==> src/rtl/palette_pkg.sv <==
// Shared types and constants for the palette lookup datapath and its fade controller.
package palette_pkg;

  localparam int COMP_W       = 4;
  localparam int RGB_W        = 12;
  localparam int R_LSB        = 8;
  localparam int G_LSB        = 4;
  localparam int B_LSB        = 0;
  localparam int FADE_LEVEL_W = 5;

  localparam logic [FADE_LEVEL_W-1:0] FADE_LEVEL_MAX = 5'd16;

  typedef enum logic [1:0] {
    IDLE,
    FADE_OUT,
    FADE_IN
  } fade_state_t;

  typedef struct packed {
    logic valid;
    logic hsync;
    logic vsync;
    logic blank;
  } sideband_t;

  localparam sideband_t SIDEBAND_RESET = '{valid: 1'b0, hsync: 1'b0, vsync: 1'b0, blank: 1'b1};

  // Brightness scale: level 16 is identity, level 0 is black; product never exceeds 240.
  function automatic logic [COMP_W-1:0] scale_comp(input logic [COMP_W-1:0]       c,
                                                   input logic [FADE_LEVEL_W-1:0] level);
    logic [8:0] prod;
    prod = 9'(c) * 9'(level);
    return prod[7:4];
  endfunction

endpackage

==> src/rtl/palette_fade_ctrl.sv <==
// Frame-synchronous fade controller: steps the brightness level on input vsync rising edges.
module palette_fade_ctrl
  import palette_pkg::*;
#(
  parameter int STEP_FRAMES = 1
) (
  input  logic                    clk_i,
  input  logic                    rst_ni,
  input  logic                    vsync_i,
  input  logic                    start_i,
  input  logic                    dir_i,
  output logic [FADE_LEVEL_W-1:0] level_o,
  output logic                    busy_o
);

  localparam logic [7:0] STEP_LAST = 8'(STEP_FRAMES - 1);

  fade_state_t             state_q, state_d;
  logic [FADE_LEVEL_W-1:0] level_q, level_d;
  logic                    busy_q, busy_d;
  logic [7:0]              step_cnt_q, step_cnt_d;
  logic                    vsync_prev_q, vsync_prev_d;
  logic                    vsync_rise;

  // A start in the same cycle as an edge is taken while IDLE, so that edge is never counted.
  assign vsync_rise = vsync_i & ~vsync_prev_q;

  always_comb begin
    // NOTE: every _d signal gets its default first so no path leaves it unassigned (no latch).
    state_d      = state_q;
    level_d      = level_q;
    step_cnt_d   = step_cnt_q;
    vsync_prev_d = vsync_i;

    unique case (state_q)
      IDLE: begin
        if (start_i) begin
          step_cnt_d = '0;
          if (!dir_i && level_q != '0) begin
            state_d = FADE_OUT;
          end else if (dir_i && level_q != FADE_LEVEL_MAX) begin
            state_d = FADE_IN;
          end
        end
      end
      FADE_OUT, FADE_IN: begin
        if (vsync_rise) begin
          if (step_cnt_q == STEP_LAST) begin
            step_cnt_d = '0;
            if (state_q == FADE_OUT) begin
              level_d = level_q - FADE_LEVEL_W'(1);
              if (level_d == '0) state_d = IDLE;
            end else begin
              level_d = level_q + FADE_LEVEL_W'(1);
              if (level_d == FADE_LEVEL_MAX) state_d = IDLE;
            end
          end else begin
            step_cnt_d = step_cnt_q + 8'd1;
          end
        end
      end
      default: state_d = IDLE;
    endcase

    busy_d = (state_d != IDLE);
  end

  // NOTE: sequential state uses non-blocking assignments so every flop samples pre-edge values.
  always_ff @(posedge clk_i or negedge rst_ni) begin
    if (!rst_ni) begin
      state_q      <= IDLE;
      level_q      <= FADE_LEVEL_MAX;
      busy_q       <= 1'b0;
      step_cnt_q   <= '0;
      vsync_prev_q <= 1'b0;
    end else begin
      state_q      <= state_d;
      level_q      <= level_d;
      busy_q       <= busy_d;
      step_cnt_q   <= step_cnt_d;
      vsync_prev_q <= vsync_prev_d;
    end
  end

  assign level_o = level_q;
  assign busy_o  = busy_q;

endmodule

==> src/rtl/palette_lookup.sv <==
// Pixel index -> palette RAM -> RGB444 with sideband aligned to the RAM read latency.
// Brightness fading is built only when PALETTE_LOOKUP_FADE_EN is defined.
module palette_lookup
  import palette_pkg::*;
#(
  parameter int RD_LATENCY       = 1,
  parameter int FADE_STEP_FRAMES = 1
) (
  input  logic                    clk_i,
  input  logic                    rst_ni,
  input  logic                    pix_valid_i,
  input  logic [7:0]              pix_idx_i,
  input  logic                    border_i,
  input  logic [7:0]              border_idx_i,
  input  logic                    hsync_i,
  input  logic                    vsync_i,
  input  logic                    blank_i,
  output logic                    pal_rd_en_o,
  output logic [7:0]              pal_rd_addr_o,
  input  logic [15:0]             pal_rd_data_i,
  output logic [RGB_W-1:0]        rgb_o,
  output logic                    rgb_valid_o,
  output logic                    hsync_o,
  output logic                    vsync_o,
  output logic                    blank_o,
  input  logic                    fade_start_i,
  input  logic                    fade_dir_i,
  output logic                    fade_busy_o,
  output logic [FADE_LEVEL_W-1:0] fade_level_o
);

  logic [FADE_LEVEL_W-1:0] fade_level;
  logic                    fade_busy;
  logic                    unused_bits;

`ifdef PALETTE_LOOKUP_FADE_EN
  palette_fade_ctrl #(
    .STEP_FRAMES (FADE_STEP_FRAMES)
  ) u_fade_ctrl (
    .clk_i   (clk_i),
    .rst_ni  (rst_ni),
    .vsync_i (vsync_i),
    .start_i (fade_start_i),
    .dir_i   (fade_dir_i),
    .level_o (fade_level),
    .busy_o  (fade_busy)
  );
  assign unused_bits = ^pal_rd_data_i[15:12];
`else
  localparam int unused_step_frames = FADE_STEP_FRAMES;
  assign fade_level  = FADE_LEVEL_MAX;
  assign fade_busy   = 1'b0;
  assign unused_bits = ^{pal_rd_data_i[15:12], fade_start_i, fade_dir_i};
`endif

  assign pal_rd_addr_o = border_i ? border_idx_i : pix_idx_i;
  assign pal_rd_en_o   = pix_valid_i;

  // Stage RD_LATENCY-1 of the delay line lines up with the RAM read data.
  sideband_t        sb_q [RD_LATENCY];
  sideband_t        sb_d [RD_LATENCY];
  sideband_t        sb_ram;
  sideband_t        out_sb_q, out_sb_d;
  logic [RGB_W-1:0] rgb_q, rgb_d;
  logic [RGB_W-1:0] rgb_scaled;
  logic [COMP_W-1:0] comp_r, comp_g, comp_b;

  assign sb_ram = sb_q[RD_LATENCY-1];

  always_comb begin
    sb_d[0] = '{valid: pix_valid_i, hsync: hsync_i, vsync: vsync_i, blank: blank_i};
    for (int i = 1; i < RD_LATENCY; i++) begin
      sb_d[i] = sb_q[i-1];
    end
  end

  always_comb begin
    comp_r = pal_rd_data_i[R_LSB +: COMP_W];
    comp_g = pal_rd_data_i[G_LSB +: COMP_W];
    comp_b = pal_rd_data_i[B_LSB +: COMP_W];
`ifdef PALETTE_LOOKUP_FADE_EN
    rgb_scaled = {scale_comp(comp_r, fade_level),
                  scale_comp(comp_g, fade_level),
                  scale_comp(comp_b, fade_level)};
`else
    rgb_scaled = {comp_r, comp_g, comp_b};
`endif
    rgb_d    = (sb_ram.valid && !sb_ram.blank) ? rgb_scaled : '0;
    out_sb_d = sb_ram;
  end

  // NOTE: the sideband delay line is reset (it is only a few flops) so outputs are blanked
  // and invalid until real pixels arrive; the palette RAM contents themselves are never reset.
  always_ff @(posedge clk_i or negedge rst_ni) begin
    if (!rst_ni) begin
      for (int i = 0; i < RD_LATENCY; i++) begin
        sb_q[i] <= SIDEBAND_RESET;
      end
      out_sb_q <= SIDEBAND_RESET;
      rgb_q    <= '0;
    end else begin
      for (int i = 0; i < RD_LATENCY; i++) begin
        sb_q[i] <= sb_d[i];
      end
      out_sb_q <= out_sb_d;
      rgb_q    <= rgb_d;
    end
  end

  assign rgb_o        = rgb_q;
  assign rgb_valid_o  = out_sb_q.valid;
  assign hsync_o      = out_sb_q.hsync;
  assign vsync_o      = out_sb_q.vsync;
  assign blank_o      = out_sb_q.blank;
  assign fade_busy_o  = fade_busy;
  assign fade_level_o = fade_level;

endmodule
==> config.mk <==
export PLATFORM = sky130hd
export DESIGN_NAME = palette_lookup
export DESIGN_NICKNAME = d
export VERILOG_FILES = /design/src/rtl/palette_pkg.sv /design/src/rtl/palette_fade_ctrl.sv /design/src/rtl/palette_lookup.sv
export SDC_FILE = /design/constraint.sdc
export NUM_CORES = 1
export LEC_CHECK = 0
export ABC_AREA = 1
export ABC_CLOCK_PERIOD_IN_PS = 900
export CORE_UTILIZATION = 29
export CTS_BUF_LIST = sky130_fd_sc_hd__clkbuf_4 sky130_fd_sc_hd__clkbuf_8
export DETAILED_ROUTE_END_ITERATION = 6
export HOLD_SLACK_MARGIN = 0.12
export PLACE_DENSITY = 0.87
export SYNTH_ARGS = -nofsm -noshare
export SYNTH_HDL_FRONTEND = slang
export SYNTH_SLANG_ARGS = --single-unit
export TNS_END_PERCENT = 10
==> constraint.sdc <==
create_clock -name clk_i -period 0.9 [get_ports clk_i]
set_input_delay 0.27 -clock clk_i [delete_from_list [all_inputs] [get_ports clk_i]]
set_output_delay 0.27 -clock clk_i [all_outputs]
set_load 0.05 [all_outputs]
# After elaboration in Yosys (flattened, before gate mapping)

Cells that the tools add are included.

Reduce and logical (&&, ||, !) cells: 2
Muxes and demuxes: 2

Operator list:

| cell                | count |
|---|---|
| $mux W12            | 1 |
| $mux W8             | 1 |
| $logic_and A1 B1 Y1 | 1 |
| $logic_not A1 Y1    | 1 |

Flip-flop bits (word level): 20
Logic and storage cells: 13

# Depth between registers and ports, before layout

Gate-level depths: netlist of run 1.

Depth after elaboration: 3
Depth in mapped cells: 4

# Worst setup path after synthesis of run 1

Ideal clock, no wire load.

Kind: input to output
From: input port border_i
To: output port pal_rd_addr_o[0]
Path buffers: 1
Data arrival time: 835 ps
Required time: 630 ps
Slack: -205 ps
Stages on the path: 4
Cells stage by stage: buf_6 > inv_4 > nand2_1 > nand2_1

Word-level cells in the longest chain between the ends: 1

Ends and longest elaborated chain:

| item               | line                 | RTL |
|---|---|---|
| start: declaration | palette_lookup.sv:13 | `input logic border_i,` |
| $mux W8            | palette_lookup.sv:56 | `assign pal_rd_addr_o = border_i ? border_idx_i : pix_idx_i;` |
| end: declaration   | palette_lookup.sv:19 | `output logic [7:0] pal_rd_addr_o,` |

Every way passes these cells.

# Final worst setup path of run 1

From: register out_sb_q (netlist bit blank_o)
To: output port blank_o

RTL lines:

| item                     | line                  | RTL |
|---|---|---|
| start: declaration       | palette_lookup.sv:63  | `sideband_t out_sb_q, out_sb_d;` |
| start signal: assignment | palette_lookup.sv:105 | `out_sb_q <= out_sb_d;` |
| end: declaration         | palette_lookup.sv:25  | `output logic blank_o,` |

No word-level cell between the ends.

==> results of run 1 <==
==> path summary, 6_finish.rpt <==
check,startpoint,endpoint,cells after the start
worst min-delay path,rst_ni,vsync_o,1
min in group clk_i,out_sb_d[1],vsync_o,0
worst min register to register,out_sb_d[1],vsync_o,0
worst max-delay path,blank_o,blank_o,1
max in group asynchronous,rst_ni,hsync_o,2
worst max register to register,out_sb_d[0],rgb_o[11],4
==> state kept, by name, summed over array words and instances (netlist names) <==
signal       count
out_sb_d         4
hsync_o          1
vsync_o          1
rgb_o           12
blank_o          1
rgb_valid_o      1
==> timing repair <==
item | in CTS | in global routing
hold buffers | 0 | 1
resized for setup | 45 | 3
endpoints found under the setup margin | 37 | 37
pin swaps | 8 | 1
cloned | 1 | 0
hold endpoints to repair | 0 | 1
==> metrics by stage <==
stage	hold slack [ns]	cells
floorplan	-0.02559	86
global placement	0.3334	171
detailed placement	0.3435	171
CTS	0.1627	176
global route	0.1408	177
finish	0.1693	177
==> logic make-up (layout without fill, tap and decap cells) <==
logic type	Yosys count	count (layout)	synth area share (%)
other cells	2	6	0.9248
flops	20	20	61.94
simple gates	37	37	21.11
buf+inv	23	84	16.03
==> layout make-up <==
class,count,area share [%]
Inverter,14,3.856
Clock buffer,4,1.775
Sequential cell,20,24.60
Timing Repair Buffer,66,45.04
Tap cell,30,1.836
Multi-Input combinational cell,43,22.89
==> synth_stat cells <==
cell type,number,share of area (%)
buf_6,2,2.8
nor2_2,9,6.9
inv_1,13,6.0
buf_4,7,6.5
nor2_4,1,1.4
inv_4,1,0.77
nand2_1,24,11
nor2_1,2,0.92
nand2_2,1,0.77
dfrtp_1,18,55
conb_1,2,0.92
dfstp_2,2,6.5
==> placed cells by master, fill, tap and decap left out, types with 2 or more instances in the layout <==
master / count
buf_12: 27
buf_4: 3
clkbuf_4: 3
clkdlybuf4s50_1: 16
conb_1: 6
dfrtp_1: 18
dfstp_2: 2
dlygate4sd2_1: 16
inv_1: 12
nand2_2: 5
nand2_4: 7
nand2_8: 13
nor2_1: 2
nor2_2: 9
==> power breakdown <==
group | internal, mW | switching, mW
Sequential | 0.941 | 0.0303
Clock | 0.246 | 0.245
Combinational | 0.462 | 0.520
Total | 1.65 | 0.795
==> per-layer routing <==
metal / track usage, % / up-vias / wire [um]
met1: 16.84 / 312 / 776
met5: 0 / - / 0
li1: - / 344 / -
met2: 27.31 / 56 / 1075
met4: 3.750 / 0 / 8
met3: 5.464 / 2 / 297
==> impl_metrics.prom, run 1 <==
# TYPE chip_impl_metric gauge
chip_impl_metric{name="synthesis.area",unit="um^2"} 812.0
chip_impl_metric{name="final_area",unit="um^2"} 2044
chip_impl_metric{name="insertedDiodeCount",unit=""} 0
chip_impl_metric{name="routedWlPerCell",unit="um"} 12.19
chip_impl_metric{name="max_freq",unit="MHz"} 807.4
chip_impl_metric{name="first_global_vias",unit=""} 695
chip_impl_metric{name="clock_latency",unit="ns"} 0.28
chip_impl_metric{name="die-width",unit="um"} 54.92
chip_impl_metric{name="timing.critical_path.buf_inv",unit=""} 1
chip_impl_metric{name="antenna_violating_nets_left",unit=""} 0
chip_impl_metric{name="drt_drc_violations_left",unit=""} 0
chip_impl_metric{name="drt-vias-per-instance",unit=""} 4.034
chip_impl_info{name="cpLargestDelayFamily",value="flip-flops"} 1
chip_impl_info{name="worst_hold_path_type",value="in -> async"} 1
chip_impl_metric{name="timing.critical_path.fanout_max",unit=""} 1
chip_impl_info{name="clk_root_buffer_cell",value="clkbuf_4"} 1
chip_impl_metric{name="total_power",unit="mW"} 2.443
chip_impl_metric{name="syn_inst",unit=""} 82
chip_impl_metric{name="synthDistinctLibCells",unit=""} 12
chip_impl_metric{name="place_ws",unit="ns"} -0.6482
chip_impl_metric{name="setup_slack",unit="ns"} -0.3386
chip_impl_metric{name="grt_pass1_wl",unit="um"} 3187
chip_impl_metric{name="die_height",unit="um"} 54.92
chip_impl_metric{name="num_rows",unit=""} 18
chip_impl_metric{name="clkSinkCount",unit=""} 20
chip_impl_metric{name="cp_slowest_stage_delay",unit="ns"} 0.56
chip_impl_metric{name="total_leakage_power",unit="nW"} 0.9684
chip_impl_metric{name="area.growth.synth_to_final",unit="%"} 151.8
chip_impl_metric{name="cellPowerDensity",unit="nW/um^2"} 1195
chip_impl_info{name="criticalPathCategory",value="reg -> out"} 1
chip_impl_metric{name="detail_route.wirelength",unit="um"} 2158
chip_impl_metric{name="place_congestion",unit=""} 0.6423
chip_impl_metric{name="grt_start_max_net_pins",unit=""} 13
chip_impl_metric{name="grt.overflow.total",unit=""} 0
chip_impl_metric{name="grt_use_total",unit="%"} 15.17
chip_impl_metric{name="post-route-period-util",unit="%"} 137.6
chip_impl_metric{name="layout_cells_sized_above_1",unit="%"} 51.70
chip_impl_info{name="grt_setup_unrepaired",value="true"} 1
chip_impl_metric{name="pre_repair_dr_iteration_count",unit=""} 4
chip_impl_metric{name="ir_drop",unit="uV"} 1030
chip_impl_info{name="run_status",value="complete, but fails checks"} 1
chip_impl_metric{name="place_area",unit="um^2"} 1893
chip_impl_metric{name="data_arrival_at_the_endpoint_of_the_critical_path",unit="ns"} 0.97
chip_impl_metric{name="clockBufferDepth",unit=""} 2
chip_impl_metric{name="setup_viol_count_final",unit=""} 36
chip_impl_metric{name="filler_cell_count",unit=""} 153
chip_impl_metric{name="layout.core_utilization",unit="%"} 79.63
chip_impl_metric{name="final.setup_skew",unit="ns"} 0.002525
chip_impl_metric{name="effective_utilization_at_floorplan",unit="%"} 31.63
chip_impl_metric{name="yosys_register_bits",unit=""} 20
chip_impl_metric{name="antenna_found_initial",unit=""} 0
chip_impl_metric{name="setup.reg_to_reg.worst_slack",unit="ns"} -0.06
chip_impl_info{name="slowest_stage",value="dfstp_2"} 1
chip_impl_info{name="critPathCaptureType",value="primary output"} 1
chip_impl_metric{name="finalHoldViolCount",unit=""} 0
chip_impl_info{name="failed_checks",value="setup timing"} 1
chip_impl_metric{name="place_hpwl",unit="um"} 1812
chip_impl_metric{name="nNetsFinal",unit=""} 189
chip_impl_metric{name="clk_transition_reported_paths",unit="ns"} 0.10
chip_impl_metric{name="ff_latch_area",unit="um^2"} 503.0
chip_impl_info{name="tritoncts",value="done"} 1
chip_impl_metric{name="part_of_the_yosys_area_used_for_sequential_elements",unit="%"} 61.94
chip_impl_metric{name="pin_count",unit=""} 72
chip_impl_metric{name="port_buffers",unit=""} 59
chip_impl_metric{name="finalSetupTns",unit="ns"} -6.022
chip_impl_metric{name="cts_inserted_buffers",unit=""} 3
chip_impl_metric{name="period_minus_slack",unit="ns"} 1.239
chip_impl_metric{name="avgSynthCellArea",unit="um^2"} 9.903
chip_impl_metric{name="fp.coreArea",unit="um^2"} 2567
chip_impl_metric{name="full_die_area",unit="um^2"} 3016
chip_impl_metric{name="vias",unit=""} 714
chip_impl_metric{name="htreeDepth",unit=""} 1
chip_impl_metric{name="ys_warn_count",unit=""} 0
chip_impl_metric{name="post_cts_buffers",unit=""} 0
chip_impl_info{name="critPathLaunchType",value="flop"} 1
chip_impl_metric{name="cp_data_required_time",unit="ns"} 0.63
chip_impl_metric{name="maxCapViolCount",unit=""} 0
chip_impl_metric{name="final_number_of_max_transition_violations",unit=""} 0
chip_impl_info{name="crit_path_cell_trace",value="buf_12"} 1
chip_impl_metric{name="multi_input_area",unit="um^2"} 467.9
chip_impl_metric{name="drt-initial-drc-count",unit=""} 2
No activity file was read; power rests on OpenSTA's default activity.
==> inputs of run 2 (changes only) <==
--- a/config.mk
+++ b/config.mk
@@ -6,7 +6,7 @@
 export NUM_CORES = 1
 export LEC_CHECK = 0
 export ABC_AREA = 1
-export ABC_CLOCK_PERIOD_IN_PS = 900
+export ABC_CLOCK_PERIOD_IN_PS = 1010
 export CORE_UTILIZATION = 29
 export CTS_BUF_LIST = sky130_fd_sc_hd__clkbuf_4 sky130_fd_sc_hd__clkbuf_8
 export DETAILED_ROUTE_END_ITERATION = 6
==> constraint.sdc (replaced) <==
create_clock -name clk_i -period 1.01 [get_ports clk_i]
set_input_delay 0.303 -clock clk_i [delete_from_list [all_inputs] [get_ports clk_i]]
set_output_delay 0.303 -clock clk_i [all_outputs]
set_load 0.05 [all_outputs]
==> run 2 against run 1 <==
Against the previous run: highest routed layer unchanged; largest cell class unchanged; critical endpoint unchanged; worst setup slack better by 0.068 ns; clock power is 10% lower; the flow still finishes with violations (setup timing); flip-flop and latch count stayed put; worst hold slack better by 0.12 ns; cell count is 1.7% lower; wire length is 10% higher.
==> impl_metrics.prom, run 2 (synthesized netlist as in run 1, its figures left out) <==
# TYPE chip_impl_metric gauge
chip_impl_metric{name="reg2reg_depth",unit=""} 4
chip_impl_info{name="criticalPathCategory",value="reg -> out"} 1
chip_impl_metric{name="area.growth.synth_to_final",unit="%"} 129.4
chip_impl_metric{name="clock_latency",unit="ns"} 0.29
chip_impl_metric{name="clkSinkCount",unit=""} 20
chip_impl_metric{name="layout_cells_sized_above_1",unit="%"} 51.39
chip_impl_info{name="critPathLaunchType",value="flop"} 1
chip_impl_metric{name="finalHoldViolCount",unit=""} 0
chip_impl_metric{name="number_of_flip_flops_under_the_largest_register_name",unit=""} 12
chip_impl_metric{name="antenna_violating_nets_left",unit=""} 0
chip_impl_metric{name="grt.overflow.total",unit=""} 0
chip_impl_metric{name="timing.critical_path.buf_inv",unit=""} 1
chip_impl_metric{name="worst_hold_path.num_cells",unit=""} 1
chip_impl_metric{name="setup_slack",unit="ns"} -0.2706
chip_impl_metric{name="hold_buffers",unit=""} 0
chip_impl_metric{name="dpl.cell_count",unit=""} 169
chip_impl_metric{name="routedWlPerCell",unit="um"} 13.64
chip_impl_metric{name="filler_cell_count",unit=""} 170
chip_impl_metric{name="final_area",unit="um^2"} 1863
chip_impl_metric{name="grt_pass1_wl",unit="um"} 3498
chip_impl_metric{name="finalSetupTns",unit="ns"} -3.900
chip_impl_metric{name="post_cts_buffers",unit=""} 0
chip_impl_info{name="crit_path_cell_trace",value="buf_12"} 1
chip_impl_metric{name="place_congestion",unit=""} 0.7487
chip_impl_metric{name="htreeDepth",unit=""} 1
chip_impl_metric{name="cp_slowest_stage_delay",unit="ns"} 0.56
chip_impl_metric{name="full_die_area",unit="um^2"} 3016
chip_impl_metric{name="die_height",unit="um"} 54.92
chip_impl_metric{name="drt-initial-drc-count",unit=""} 4
chip_impl_metric{name="clk_transition_reported_paths",unit="ns"} 0.10
chip_impl_info{name="most_frequent_cells_in_the_layout",value="buf_12 (27), dfrtp_1 (18), nand2_4 (16), dlygate4sd2_1 (16), clkdlybuf4s50_1 (16)"} 1
chip_impl_metric{name="post_layout_nonfiller_instances",unit=""} 174
chip_impl_info{name="failed_checks",value="setup timing"} 1
chip_impl_metric{name="cts_inserted_buffers",unit=""} 3
chip_impl_metric{name="final_worst_hold_slack",unit="ns"} 0.2865
chip_impl_metric{name="place_area",unit="um^2"} 1738
chip_impl_metric{name="cellPowerDensity",unit="nW/um^2"} 1124
chip_impl_metric{name="layout.core_utilization",unit="%"} 72.56
chip_impl_metric{name="final_number_of_max_transition_violations",unit=""} 0
chip_impl_metric{name="period_minus_slack",unit="ns"} 1.281
chip_impl_metric{name="total_leakage_power",unit="nW"} 0.9334
chip_impl_metric{name="max_freq",unit="MHz"} 780.9
chip_impl_metric{name="grt_start_max_net_pins",unit=""} 21
chip_impl_metric{name="pin_count",unit=""} 72
chip_impl_metric{name="timing.critical_path.fanout_max",unit=""} 1
chip_impl_metric{name="detail_route.wirelength",unit="um"} 2373
chip_impl_metric{name="post-route-period-util",unit="%"} 126.8
chip_impl_metric{name="cp_data_required_time",unit="ns"} 0.71
chip_impl_metric{name="place_hpwl",unit="um"} 1919
chip_impl_info{name="most_common_library_cell_in_the_layout_ignoring_fill_and_taps",value="buf_12"} 1
chip_impl_metric{name="clockBufferDepth",unit=""} 2
chip_impl_info{name="run_status",value="complete, but fails checks"} 1
chip_impl_metric{name="maxCapViolCount",unit=""} 0
chip_impl_info{name="clk_root_buffer_cell",value="clkbuf_4"} 1
chip_impl_metric{name="total_power",unit="mW"} 2.095
chip_impl_info{name="cpLargestDelayFamily",value="flip-flops"} 1
chip_impl_metric{name="antenna_found_initial",unit=""} 0
chip_impl_metric{name="vias",unit=""} 727
chip_impl_metric{name="first_global_vias",unit=""} 784
chip_impl_metric{name="drt-vias-per-instance",unit=""} 4.178
chip_impl_metric{name="pre_repair_dr_iteration_count",unit=""} 2
chip_impl_metric{name="insertedDiodeCount",unit=""} 0
chip_impl_info{name="worst_hold_path_type",value="in -> reg"} 1
chip_impl_metric{name="nNetsFinal",unit=""} 186
chip_impl_metric{name="die-width",unit="um"} 54.92
chip_impl_metric{name="grt_use_total",unit="%"} 17.42
chip_impl_metric{name="final.setup_skew",unit="ns"} 0.001034
chip_impl_info{name="tritoncts",value="done"} 1
chip_impl_info{name="critPathCaptureType",value="primary output"} 1
chip_impl_metric{name="drt_drc_violations_left",unit=""} 0
chip_impl_metric{name="setup_viol_count_final",unit=""} 24
chip_impl_metric{name="fp.coreArea",unit="um^2"} 2567
chip_impl_info{name="grt_setup_unrepaired",value="true"} 1
chip_impl_metric{name="ir_drop",unit="uV"} 913.0
chip_impl_metric{name="port_buffers",unit=""} 59
chip_impl_metric{name="place_ws",unit="ns"} -0.6123
chip_impl_metric{name="num_rows",unit=""} 18
chip_impl_metric{name="worstSetupPathDepth",unit=""} 1
chip_impl_info{name="slowest_stage",value="dfstp_2"} 1
chip_impl_metric{name="data_arrival_at_the_endpoint_of_the_critical_path",unit="ns"} 0.98
chip_impl_metric{name="effective_utilization_at_floorplan",unit="%"} 31.63
run 2: area by class of cell:
class                      instances  area, um^2  share of cell area, %
sequential                        20       503.0                  27.00
tap                               30       37.54                  2.015
multi-input combinational         43       339.1                  18.20
timing repair buffer              63       882.1                  47.35
clock buffer                       4       36.28                  1.948
inverter                          14       65.06                  3.492
run 2: worst paths after layout:
check	startpoint	end	slack, ns
max	blank_o	blank_o	-0.27
min	pix_valid_i	out_sb_d[3]	0.29
max reg2reg	out_sb_d[0]	rgb_o[3]	0.05
min reg2reg	out_sb_d[2]	hsync_o	0.36
max in group asynchronous	rst_ni	out_sb_d[0]	0.46
min in group asynchronous	rst_ni	out_sb_d[1]	0.34
run 2: repair_timing:
action	4_1_cts	5_1_grt
pin swaps	8	3
endpoints found under the setup margin	25	26
resized for setup	52	2
gates cloned	1	0
run 2: per-layer routing:
| metal | GRT usage (%) | wire (um) | vias up |
|---|---|---|---|
| met4 | 6.250 | 19 | 0 |
| met5 | 0 | 0 | - |
| li1 | - | - | 339 |
| met2 | 35.34 | 1283 | 57 |
| met1 | 14.99 | 739 | 329 |
| met3 | 6.557 | 331 | 2 |
run 2: report_power, final:
group | total [mW] | internal (mW) | switching [mW]
clock | 0.440 | 0.220 | 0.221
combinational | 0.791 | 0.368 | 0.423
sequential | 0.864 | 0.838 | 0.0256
total | 2.09 | 1.43 | 0.669
